[src/rtl/alu_result_stage_pkg.sv]
// Shared definitions for the ALU writeback stage and the condition evaluator.
package alu_result_stage_pkg;

  // Condition codes
  localparam logic [3:0] COND_AL = 4'd0;
  localparam logic [3:0] COND_EQ = 4'd1;
  localparam logic [3:0] COND_NE = 4'd2;
  localparam logic [3:0] COND_CS = 4'd3;
  localparam logic [3:0] COND_CC = 4'd4;
  localparam logic [3:0] COND_MI = 4'd5;
  localparam logic [3:0] COND_PL = 4'd6;
  localparam logic [3:0] COND_VS = 4'd7;
  localparam logic [3:0] COND_VC = 4'd8;
  localparam logic [3:0] COND_HI = 4'd9;
  localparam logic [3:0] COND_LS = 4'd10;
  localparam logic [3:0] COND_GE = 4'd11;
  localparam logic [3:0] COND_LT = 4'd12;
  localparam logic [3:0] COND_GT = 4'd13;
  localparam logic [3:0] COND_LE = 4'd14;
  localparam logic [3:0] COND_NV = 4'd15;

  // Flag nibble bit positions {Z,C,N,O}
  localparam int FLAG_Z = 3;
  localparam int FLAG_C = 2;
  localparam int FLAG_N = 1;
  localparam int FLAG_O = 0;

  // Widest destination select an entry can carry; narrower selects are zero-extended.
  localparam int DEST_MAX_W = 8;

  typedef struct packed {
    logic [31:0]           data;
    logic [3:0]            flags;
    logic [DEST_MAX_W-1:0] dest;
    logic                  pass;
  } entry_t;

endpackage

[src/rtl/alu_cond_eval.sv]
// Combinational condition-code evaluator: (flags, cond) -> pass.
// Shared with the branch unit.
module alu_cond_eval
  import alu_result_stage_pkg::*;
(
  input  logic [3:0] flags,
  input  logic [3:0] cond,
  output logic       pass
);

  logic z, c, n, o;
  assign z = flags[FLAG_Z];
  assign c = flags[FLAG_C];
  assign n = flags[FLAG_N];
  assign o = flags[FLAG_O];

  // Decode the condition against the flag nibble.
  always_comb begin
    pass = 1'b0;
    case (cond)
      COND_AL: pass = 1'b1;
      COND_EQ: pass = z;
      COND_NE: pass = !z;
      COND_CS: pass = c;
      COND_CC: pass = !c;
      COND_MI: pass = n;
      COND_PL: pass = !n;
      COND_VS: pass = o;
      COND_VC: pass = !o;
      COND_HI: pass = c & !z;
      COND_LS: pass = !c | z;
      COND_GE: pass = (n == o);
      COND_LT: pass = (n != o);
      COND_GT: pass = !z & (n == o);
      COND_LE: pass = z | (n != o);
      COND_NV: pass = 1'b0;
    endcase
  end

endmodule

[src/rtl/alu_result_stage.sv]
// ALU writeback stage: captures result/flags/dest, evaluates the condition at
// push time and buffers entries in a circular FIFO feeding the register file.
// Optional macro ALU_RESULT_BYPASS_EN: when empty, the live input is presented
// on the outputs in the same cycle and consumed without storage if accepted.
module alu_result_stage
  import alu_result_stage_pkg::*;
#(
  parameter int DEPTH  = 2,
  parameter int DEST_W = 3
) (
  input  logic                     Clock,
  input  logic                     Reset,
  input  logic                     InValid,
  output logic                     InReady,
  input  logic [31:0]              ALUOut,
  input  logic [3:0]               FlagsIn,
  input  logic [DEST_W-1:0]        DestSel,
  input  logic [3:0]               CondSel,
  output logic                     OutValid,
  input  logic                     OutReady,
  output logic [31:0]              OutData,
  output logic [3:0]               OutFlags,
  output logic [DEST_W-1:0]        OutDest,
  output logic                     OutWrite,
  output logic [$clog2(DEPTH):0]   Count
);

  localparam int PW = $clog2(DEPTH);
  localparam int CW = PW + 1;

  entry_t          mem_q [DEPTH];
  entry_t          mem_d [DEPTH];
  logic [PW-1:0]   wr_ptr_q, wr_ptr_d;
  logic [PW-1:0]   rd_ptr_q, rd_ptr_d;
  logic [CW-1:0]   count_q, count_d;

  logic            in_pass;
  entry_t          in_entry;
  entry_t          out_entry;
  logic            full, empty;
  logic            push_store, pop_fifo;

  alu_cond_eval u_cond (
    .flags (FlagsIn),
    .cond  (CondSel),
    .pass  (in_pass)
  );

  assign in_entry = '{data: ALUOut, flags: FlagsIn, dest: DEST_MAX_W'(DestSel), pass: in_pass};
  assign full     = (count_q == CW'(DEPTH));
  assign empty    = (count_q == '0);
  assign InReady  = !full;
  assign pop_fifo = !empty & OutReady;

`ifdef ALU_RESULT_BYPASS_EN
  logic bypass;
  assign bypass     = empty & InValid;
  assign OutValid   = !empty | InValid;
  assign out_entry  = bypass ? in_entry : (empty ? '0 : mem_q[rd_ptr_q]);
  // A bypassed entry taken in the same cycle never enters storage.
  assign push_store = InValid & InReady & !(bypass & OutReady);
`else
  assign OutValid   = !empty;
  assign out_entry  = empty ? '0 : mem_q[rd_ptr_q];
  assign push_store = InValid & InReady;
`endif

  assign OutData  = out_entry.data;
  assign OutFlags = out_entry.flags;
  assign OutDest  = out_entry.dest[DEST_W-1:0];
  assign OutWrite = out_entry.pass;
  assign Count    = count_q;

  // Upper dest bits above DEST_W are always zero and intentionally not driven out.
  logic unused_dest;
  assign unused_dest = ^out_entry.dest;

  // Next-state: write at wr_ptr on push, advance rd_ptr on pop, track occupancy.
  always_comb begin
    mem_d    = mem_q;
    wr_ptr_d = wr_ptr_q;
    rd_ptr_d = rd_ptr_q;
    if (push_store) begin
      mem_d[wr_ptr_q] = in_entry;
      wr_ptr_d        = wr_ptr_q + PW'(1);
    end
    if (pop_fifo) rd_ptr_d = rd_ptr_q + PW'(1);
    count_d = count_q + CW'(push_store) - CW'(pop_fifo);
  end

  // State registers; reset discards everything, including a handshake in the reset cycle.
  always_ff @(posedge Clock) begin
    if (!Reset) begin
      for (int i = 0; i < DEPTH; i++) mem_q[i] <= '0;
      wr_ptr_q <= '0;
      rd_ptr_q <= '0;
      count_q  <= '0;
    end else begin
      mem_q    <= mem_d;
      wr_ptr_q <= wr_ptr_d;
      rd_ptr_q <= rd_ptr_d;
      count_q  <= count_d;
    end
  end

endmodule

[config.mk]
export PLATFORM = sky130hd
export DESIGN_NAME = alu_result_stage
export DESIGN_NICKNAME = d
export VERILOG_FILES = /design/src/rtl/alu_result_stage_pkg.sv /design/src/rtl/alu_cond_eval.sv /design/src/rtl/alu_result_stage.sv
export SDC_FILE = /design/constraint.sdc
export NUM_CORES = 1
export LEC_CHECK = 0
export ABC_CLOCK_PERIOD_IN_PS = 2000
export CAP_MARGIN = 30
export CORE_MARGIN = 1
export CORE_UTILIZATION = 47
export DETAILED_ROUTE_END_ITERATION = 8
export PLACE_DENSITY = 0.76
export SLEW_MARGIN = 0
export SYNTH_ARGS = -nofsm -noshare
export SYNTH_HDL_FRONTEND = slang
export SYNTH_SLANG_ARGS = --single-unit
[constraint.sdc]
create_clock -name Clock -period 2 [get_ports Clock]
set_input_delay 0.4 -clock Clock [delete_from_list [all_inputs] [get_ports Clock]]
set_output_delay 0.4 -clock Clock [all_outputs]
set_load 0.02 [all_outputs]
==> impl_metrics.py, run 1 <==
metrics = {
    "setup_path": {
        "cp_num_buf_inv": 3,
        "critPathSlowestCell": "dfxtp_2",
        "cp_peak_stage_delay_ns": 0.36,
        "critical_path.top_delay_family": "buffers and inverters",
        "startpoint_type": "register",
        "timing.setup.critical_path_class": "register to output port",
        "crit_fanout": 10,
        "critical_path_required_time_ns": 1.60,
        "worst-endpoint-arrival_ns": 1.57,
        "end_kind": "output port",
        "cp_cell_sequence": "nor2_4 -> buf_4 -> buf_6 -> nor2_1 -> clkdlybuf4s15_1",
    },
    "yosys": {
        "yosys.area_share.xor_xnor": 0.00889,
        "sequential_to_total_area_share_from_yosys_stat": 0.427,
        "nets_in_the_synthesized_netlist": 538,
        "synth-warning-count": 0,
        "synth_enable_flop_cells": 0,
        "syn_avg_cell_area_um2": 8.05,
        "fraction_of_synthesis_flops_using_an_asynchronous_set_or_reset_pin": 0,
        "yosys_most_used_dff": "dfxtp_1",
        "synth_fa_ha_area_frac": 0.00635,
        "yosys.area.top_type": "dfxtp_1",
        "synth.area.top_cells": "dfxtp_1 (43%), nand2_1 (15%), a21boi_1 (15%)",
        "post_synth_design_cell_area_um2": 3940,
        "syn_inst": 489,
        "synthDistinctLibCells": 35,
        "mux_contribution_to_synthesized_area": 0.104,
        "post-synth-top-area-fraction": 0.427,
        "synth_compound_gate_area_share": 0.174,
        "combinational_family_with_the_most_area_after_synthesis": "simple AND/OR/NAND/NOR gates",
        "post_synthesis_simple_gate_area_fraction": 0.232,
        "ys_seq_elements": 84,
    },
    "cells_and_area": {
        "finish.utilization": 0.661,
        "drive_gt1_frac": 0.120,
        "area.growth.synth_to_final_pct": 37.3,
        "n_antenna_cell": 0,
        "final_common_cell": "nand2_1",
        "total_number_of_nets_in_the_final_design": 635,
        "commonest_cells_after_routing_fill_and_taps_aside": "nand2_1 (157), dfxtp_1 (82), a21boi_1 (78)",
    },
    "clock_tree": {
        "clock_insertion_delay_worst_skew_ns": 0.36,
        "ctsRootBufferMaster": "clkbuf_8",
        "tritoncts": "built",
        "cts_buffers": 9,
        "cts_buffer_depth": 2,
        "worst_setup_hold_path_clk_slew_ns": 0.08,
        "cts_sinks": 84,
        "cts.htree.levels": 3,
    },
    "route": {
        "drcViolationCount": 0,
        "detail_route.wirelength_mm": 9.61,
        "dr_total_vias": 3598,
        "first_iter_violations": 181,
        "number_of_nets_still_failing_antenna_checks_after_routing": 0,
        "drt_pre_antenna_iters": 5,
        "avgRoutedWirePerCell_um": 13.8,
        "vias_per_cell": 5.17,
    },
    "floorplanning": {
        "dieArea_um2": 8750,
        "io_pins": 91,
        "floorplan.rows": 33,
        "design.core.area_um2": 8180,
        "die_height_um": 93.5,
        "initial_core_util": 0.482,
        "die_w_um": 93.5,
    },
    "timing": {
        "fin_skew_ns": 0.00787,
        "setup_violations": 0,
        "rsz0062_at_grt": "yes",
        "timing.final.max_slew_violations": 0,
        "report.final.hold_viol_count": 0,
        "maxClockFrequency_mhz": 508,
        "timing.slew.headroom": 0.672,
        "worst_slew_pin_slew_ns": 0.492,
        "layout_min_cycle_time_ns": 1.97,
        "min_period_over_period": 0.984,
    },
    "power_and_ir_drop": {
        "vdd_ir_drop_max_mv": 0.516,
        "leakage_component_of_the_power_nw": 2.17,
        "swShare": 0.344,
        "power.density_cell_area_nw_per_um2": 1020,
        "netSwitchingPower_mw": 1.90,
        "combPwrFrac": 0.401,
        "cellInternalPower_mw": 3.62,
        "design_power_total_mw": 5.52,
        "seq_power_share": 0.360,
        "power_frac_clock": 0.238,
    },
    "placement": {
        "dp.final_hpwl_mm": 6.07,
        "globalplace.congestion": 0.767,
        "placement.io_buffers": 90,
    },
    "grt": {
        "global_routing_usage_summed_across_all_routing_layers": 0.226,
        "largest_net_degree_at_the_start_of_global_routing": 56,
        "grt_pass1_vias": 3502,
        "gr-total-overflow": 0,
        "grt_first_pass_wirelength_mm": 15.6,
        "antenna_found_initial": 0,
    },
    "outcome": {
        "run_status": "finished clean",
    },
    "hold_path": {
        "hp-class": "register to register",
    },
    "flow_run": {
        "number_of_max_capacitance_violations_reported": 0,
    },
}
==> sequential cells by signal (all words and copies together), names as in the netlist <==
signal,count
mem_q,80
Count,2
rd_ptr_q,1
wr_ptr_q,1
==> stage by stage <==
step                TNS, ns  std cells  hold slack (ns)  cell area (um^2)  setup slack (ns)
finish                    0        696            0.454              5410            0.0325
global route         -0.127        696            0.471              5410           -0.0290
CTS                  -0.446        684            0.456              5240            -0.148
detailed placement   -0.107        667            0.445              5050           -0.0550
global placement          0        667            0.440              5050            0.0238
floorplan                 0        489            0.434              3940            0.0523
==> routing by layer <==
layer	share of wire	wire length, um	vias to the layer above	global-route usage
met5	0	0	-	0
met4	0.015	141	0	0.0833
met3	0.054	520	11	0.0407
met2	0.47	4500	109	0.402
met1	0.46	4440	1686	0.270
li1	-	-	1792	-
==> area by class of cell <==
cell class | instances | area [um^2]
Fill cell | 691 | 2770
Multi-Input combinational cell | 362 | 2110
Sequential cell | 84 | 1690
Timing Repair Buffer | 125 | 1250
Tap cell | 105 | 131
Clock buffer | 10 | 128
Clock inverter | 6 | 88.8
Inverter | 4 | 15.0
==> cells by family (layout without fill, tap and decap cells) <==
| kind of cell | count (synthesis) | in the layout |
|---|---|---|
| muxes | 41 | 41 |
| adders and majority gates | 2 | 2 |
| and+or+nand+nor | 224 | 224 |
| AOI/OAI and AO/OA | 91 | 91 |
| buffers and inverters | 43 | 145 |
| DFF | 84 | 84 |
| xor gates and xnor gates | 4 | 4 |
==> worst min-delay path: stages (launching register included) <==
cell,delay (ns)
dfxtp_1,0.31
nand2_1,0.05
a21boi_1,0.05
==> synthesized netlist by cell type, types with 2 or more instances <==
cell type	count
nand2_1	157
nand3b_1	2
o32ai_1	2
xnor2_1	2
o21ai_0	2
a21boi_1	78
a21oi_1	3
or2_1	2
nand2b_1	4
buf_2	16
clkbuf_1	22
inv_1	3
nor2_1	45
mux2i_1	41
dfxtp_1	84
xor2_1	2
ha_1	2
and2_1	5
==> what timing repair did <==
item	4_1_cts	5_1_grt
endpoints found under the setup margin	41	22
hold buffers	0	0
resized for setup	42	36
setup buffers	1	11
pin swaps	0	1
gates cloned	0	1
==> final timing paths <==
check	cells past startpoint	start	slack, ns	endpoint
worst max register to register	10	Count[0]	0.05	Count[1]
worst min-delay path	2	mem_q[46]	0.45	mem_q[46]
worst max-delay path	5	Count[0]	0.03	OutData[30]
worst min register to register	2	mem_q[46]	0.45	mem_q[46]
==> power groups by stage <==
stage               clock network, mW  registers (mW)  logic [mW]
floorplan                           0            1.99        1.16
finish                           1.31            1.99        2.21
CTS                              1.34            1.97        1.99
global placement                    0            2.00        1.97
global route                     1.41            2.01        2.37
detailed placement                  0            2.01        2.00
Note: power is estimated with default switching activity, not from simulation.
==> inputs of run 2 (changes only) <==
--- a/config.mk
+++ b/config.mk
@@ -7,7 +7,7 @@
 export LEC_CHECK = 0
 export ABC_CLOCK_PERIOD_IN_PS = 2000
 export CAP_MARGIN = 30
-export CORE_MARGIN = 1
+export CORE_MARGIN = 5
 export CORE_UTILIZATION = 47
 export DETAILED_ROUTE_END_ITERATION = 8
 export PLACE_DENSITY = 0.76
==> run 2 against run 1 <==
Against the previous run: via count about the same; design area down 2.1%; utilization down 1.4 points; global-route usage down 2.9 points; routed wire length up 3.1%; clock power about the same; non-clock buffer count down 9; largest cell class unchanged; register-to-register slack better by 0.18 ns; first-iteration DRC count down 29%; die area up 18%; total power down 2.4%; hold slack about the same.
==> impl_metrics.py, run 2 (synthesis results as in run 1) <==
metrics = {
    "power_and_ir_drop": {
        "netSwitchingPower_mw": 1.85,
        "power.density_cell_area_nw_per_um2": 1020,
        "power_frac_clock": 0.249,
        "design_power_total_mw": 5.38,
        "combPwrFrac": 0.382,
        "cellInternalPower_mw": 3.53,
        "seq_power_share": 0.369,
        "leakage_component_of_the_power_nw": 2.08,
        "swShare": 0.343,
        "vdd_ir_drop_max_mv": 0.531,
    },
    "placement": {
        "postPlaceCellArea_um2": 5060,
        "placement.io_buffers": 90,
        "dp.final_hpwl_mm": 6.59,
        "dpl_worst_slack_ns": -0.0765,
        "globalplace.congestion": 0.777,
    },
    "floorplanning": {
        "die_w_um": 102,
        "floorplan.rows": 33,
        "design.core.area_um2": 8180,
        "io_pins": 91,
        "initial_core_util": 0.482,
        "dieArea_um2": 10300,
        "die_height_um": 102,
    },
    "timing": {
        "report.final.hold_viol_count": 0,
        "fin_worst_hold_slack_ns": 0.454,
        "timing.slew.headroom": 0.782,
        "final_critical_path_setup_slack_ns": 0.0477,
        "layout_min_cycle_time_ns": 1.95,
        "worst_slew_pin_slew_ns": 0.326,
        "setup_violations": 0,
        "timing.final.max_slew_violations": 0,
        "fin_skew_ns": 0.00839,
        "setup_tns_ns": 0,
        "rsz0062_at_grt": "yes",
        "maxClockFrequency_mhz": 512,
        "min_period_over_period": 0.976,
    },
    "route": {
        "number_of_nets_still_failing_antenna_checks_after_routing": 0,
        "vias_per_cell": 5.23,
        "first_iter_violations": 128,
        "detail_route.wirelength_mm": 9.91,
        "drt_pre_antenna_iters": 5,
        "drcViolationCount": 0,
        "avgRoutedWirePerCell_um": 14.4,
        "dr_total_vias": 3596,
    },
    "setup_path": {
        "depth_of_the_most_critical_reg_to_reg_path": 9,
        "worstReg2RegEnd": "Count[1]",
        "critical_path_required_time_ns": 1.60,
        "end_kind": "output port",
        "timing.setup.critical_path_class": "register to output port",
        "r2r-start": "Count[1]",
        "startpoint_type": "register",
        "crit_fanout": 12,
        "worst-endpoint-arrival_ns": 1.55,
        "r2r_setup_slack_ns": 0.23,
    },
    "hold_path": {
        "whs_endpoint": "mem_q[55]",
        "hp-class": "register to register",
        "min_from": "mem_q[55]",
        "holdPathStages": 2,
    },
    "clock_tree": {
        "cts.htree.levels": 3,
        "tritoncts": "built",
        "worst_setup_hold_path_clk_slew_ns": 0.08,
        "cts_sinks": 84,
        "cts_buffer_depth": 2,
        "clock_insertion_delay_worst_skew_ns": 0.35,
        "postCtsHoldBufs": 0,
        "ctsRootBufferMaster": "clkbuf_8",
        "cts_buffers": 9,
    },
    "cells_and_area": {
        "final_cell_area_um2": 5300,
        "commonest_cells_after_routing_fill_and_taps_aside": "nand2_1 (157), dfxtp_1 (82), a21boi_1 (78)",
        "registers.top_by_ff_count": "mem_q",
        "n_antenna_cell": 0,
        "register_area_um2": 1690,
        "drive_gt1_frac": 0.122,
        "fillers": 696,
        "final_common_cell": "nand2_1",
        "total_number_of_nets_in_the_final_design": 626,
        "area_used_by_multi_input_combinational_logic_um2": 2100,
        "area.growth.synth_to_final_pct": 34.4,
        "largest_register_ff_count": 80,
    },
    "grt": {
        "grt_pass1_vias": 3578,
        "gr-total-overflow": 0,
        "largest_net_degree_at_the_start_of_global_routing": 85,
        "grt_first_pass_wirelength_mm": 16.4,
        "global_routing_usage_summed_across_all_routing_layers": 0.197,
        "antenna_found_initial": 0,
    },
    "flow_run": {
        "number_of_max_capacitance_violations_reported": 0,
    },
    "outcome": {
        "run_status": "finished clean",
    },
}
run 2: cell count changes in the layout (fill, tap and decap cells not counted), moves of 2 or more:
cell             before  now
clkdlybuf4s15_2       0    3
buf_4                23   16
buf_2                 1    6
clkinvlp_4            2    0
dlymetal6s2s_1        4    0
clkdlybuf4s15_1      13    4
buf_6                 3    0
dlygate4sd2_1        20   23
run 2: how the worst max path moves through the flow:
| stage | startpoint | end | slack [ns] |
|---|---|---|---|
| 5_1_grt | rd_ptr_q | OutDest[2] | -0.03 |
| 6_report | rd_ptr_q | OutDest[2] | 0.05 |
| 4_1_cts | rd_ptr_q | OutFlags[0] | -0.03 |
| 3_3_place_gp | FlagsIn[1] | mem_q[0] | 0.001 |
| 3_5_place_dp | FlagsIn[1] | mem_q[45] | -0.08 |
| 2_1_floorplan | Count[1] | Count[1] | 0.05 |
run 2: what timing repair did:
item                                    4_1_cts  5_1_grt
resized for setup                            64       22
endpoints found under the setup margin       41       11
cloned                                        1        0
setup buffers                                 2        1
run 2: routing by layer:
layer  routed length, um  track usage  share of wire
met2                4960        0.341           0.50
met3                 543       0.0399          0.055
met5                   0            0              0
met4                 206       0.0869          0.021
met1                4200        0.236           0.42
run 2: power groups by stage:
stage	clock network, mW	logic, mW	registers (mW)
2_1_floorplan	0	1.16	1.99
3_3_place_gp	0	2.01	2.00
3_5_place_dp	0	2.04	2.01
4_1_cts	1.38	2.04	1.99
5_1_grt	1.44	2.24	2.01
6_report	1.34	2.06	1.99
run 2: area by class of cell:
| class | instances | share of cell area |
|---|---|---|
| clock buffers | 10 | 0.0260 |
| clock inverters | 6 | 0.0165 |
| inverters | 4 | 0.00284 |
| multi-input cells | 362 | 0.396 |
| flip-flops and latches | 84 | 0.319 |
| well taps | 105 | 0.0248 |
| repair buffers | 116 | 0.215 |
run 2: stage by stage:
stage,utilization,instances
finish,0.648,687
global route,0.648,687
CTS,0.648,686
detailed placement,0.620,667
global placement,0.620,667
floorplan,-,489
run 2: critical path: stages, from the launching register on:
cell	delay [ns]
dfxtp_4	0.40
buf_12	0.11
buf_16	0.15
mux2i_1	0.21
nor2_1	0.06
clkdlybuf4s15_1	0.28
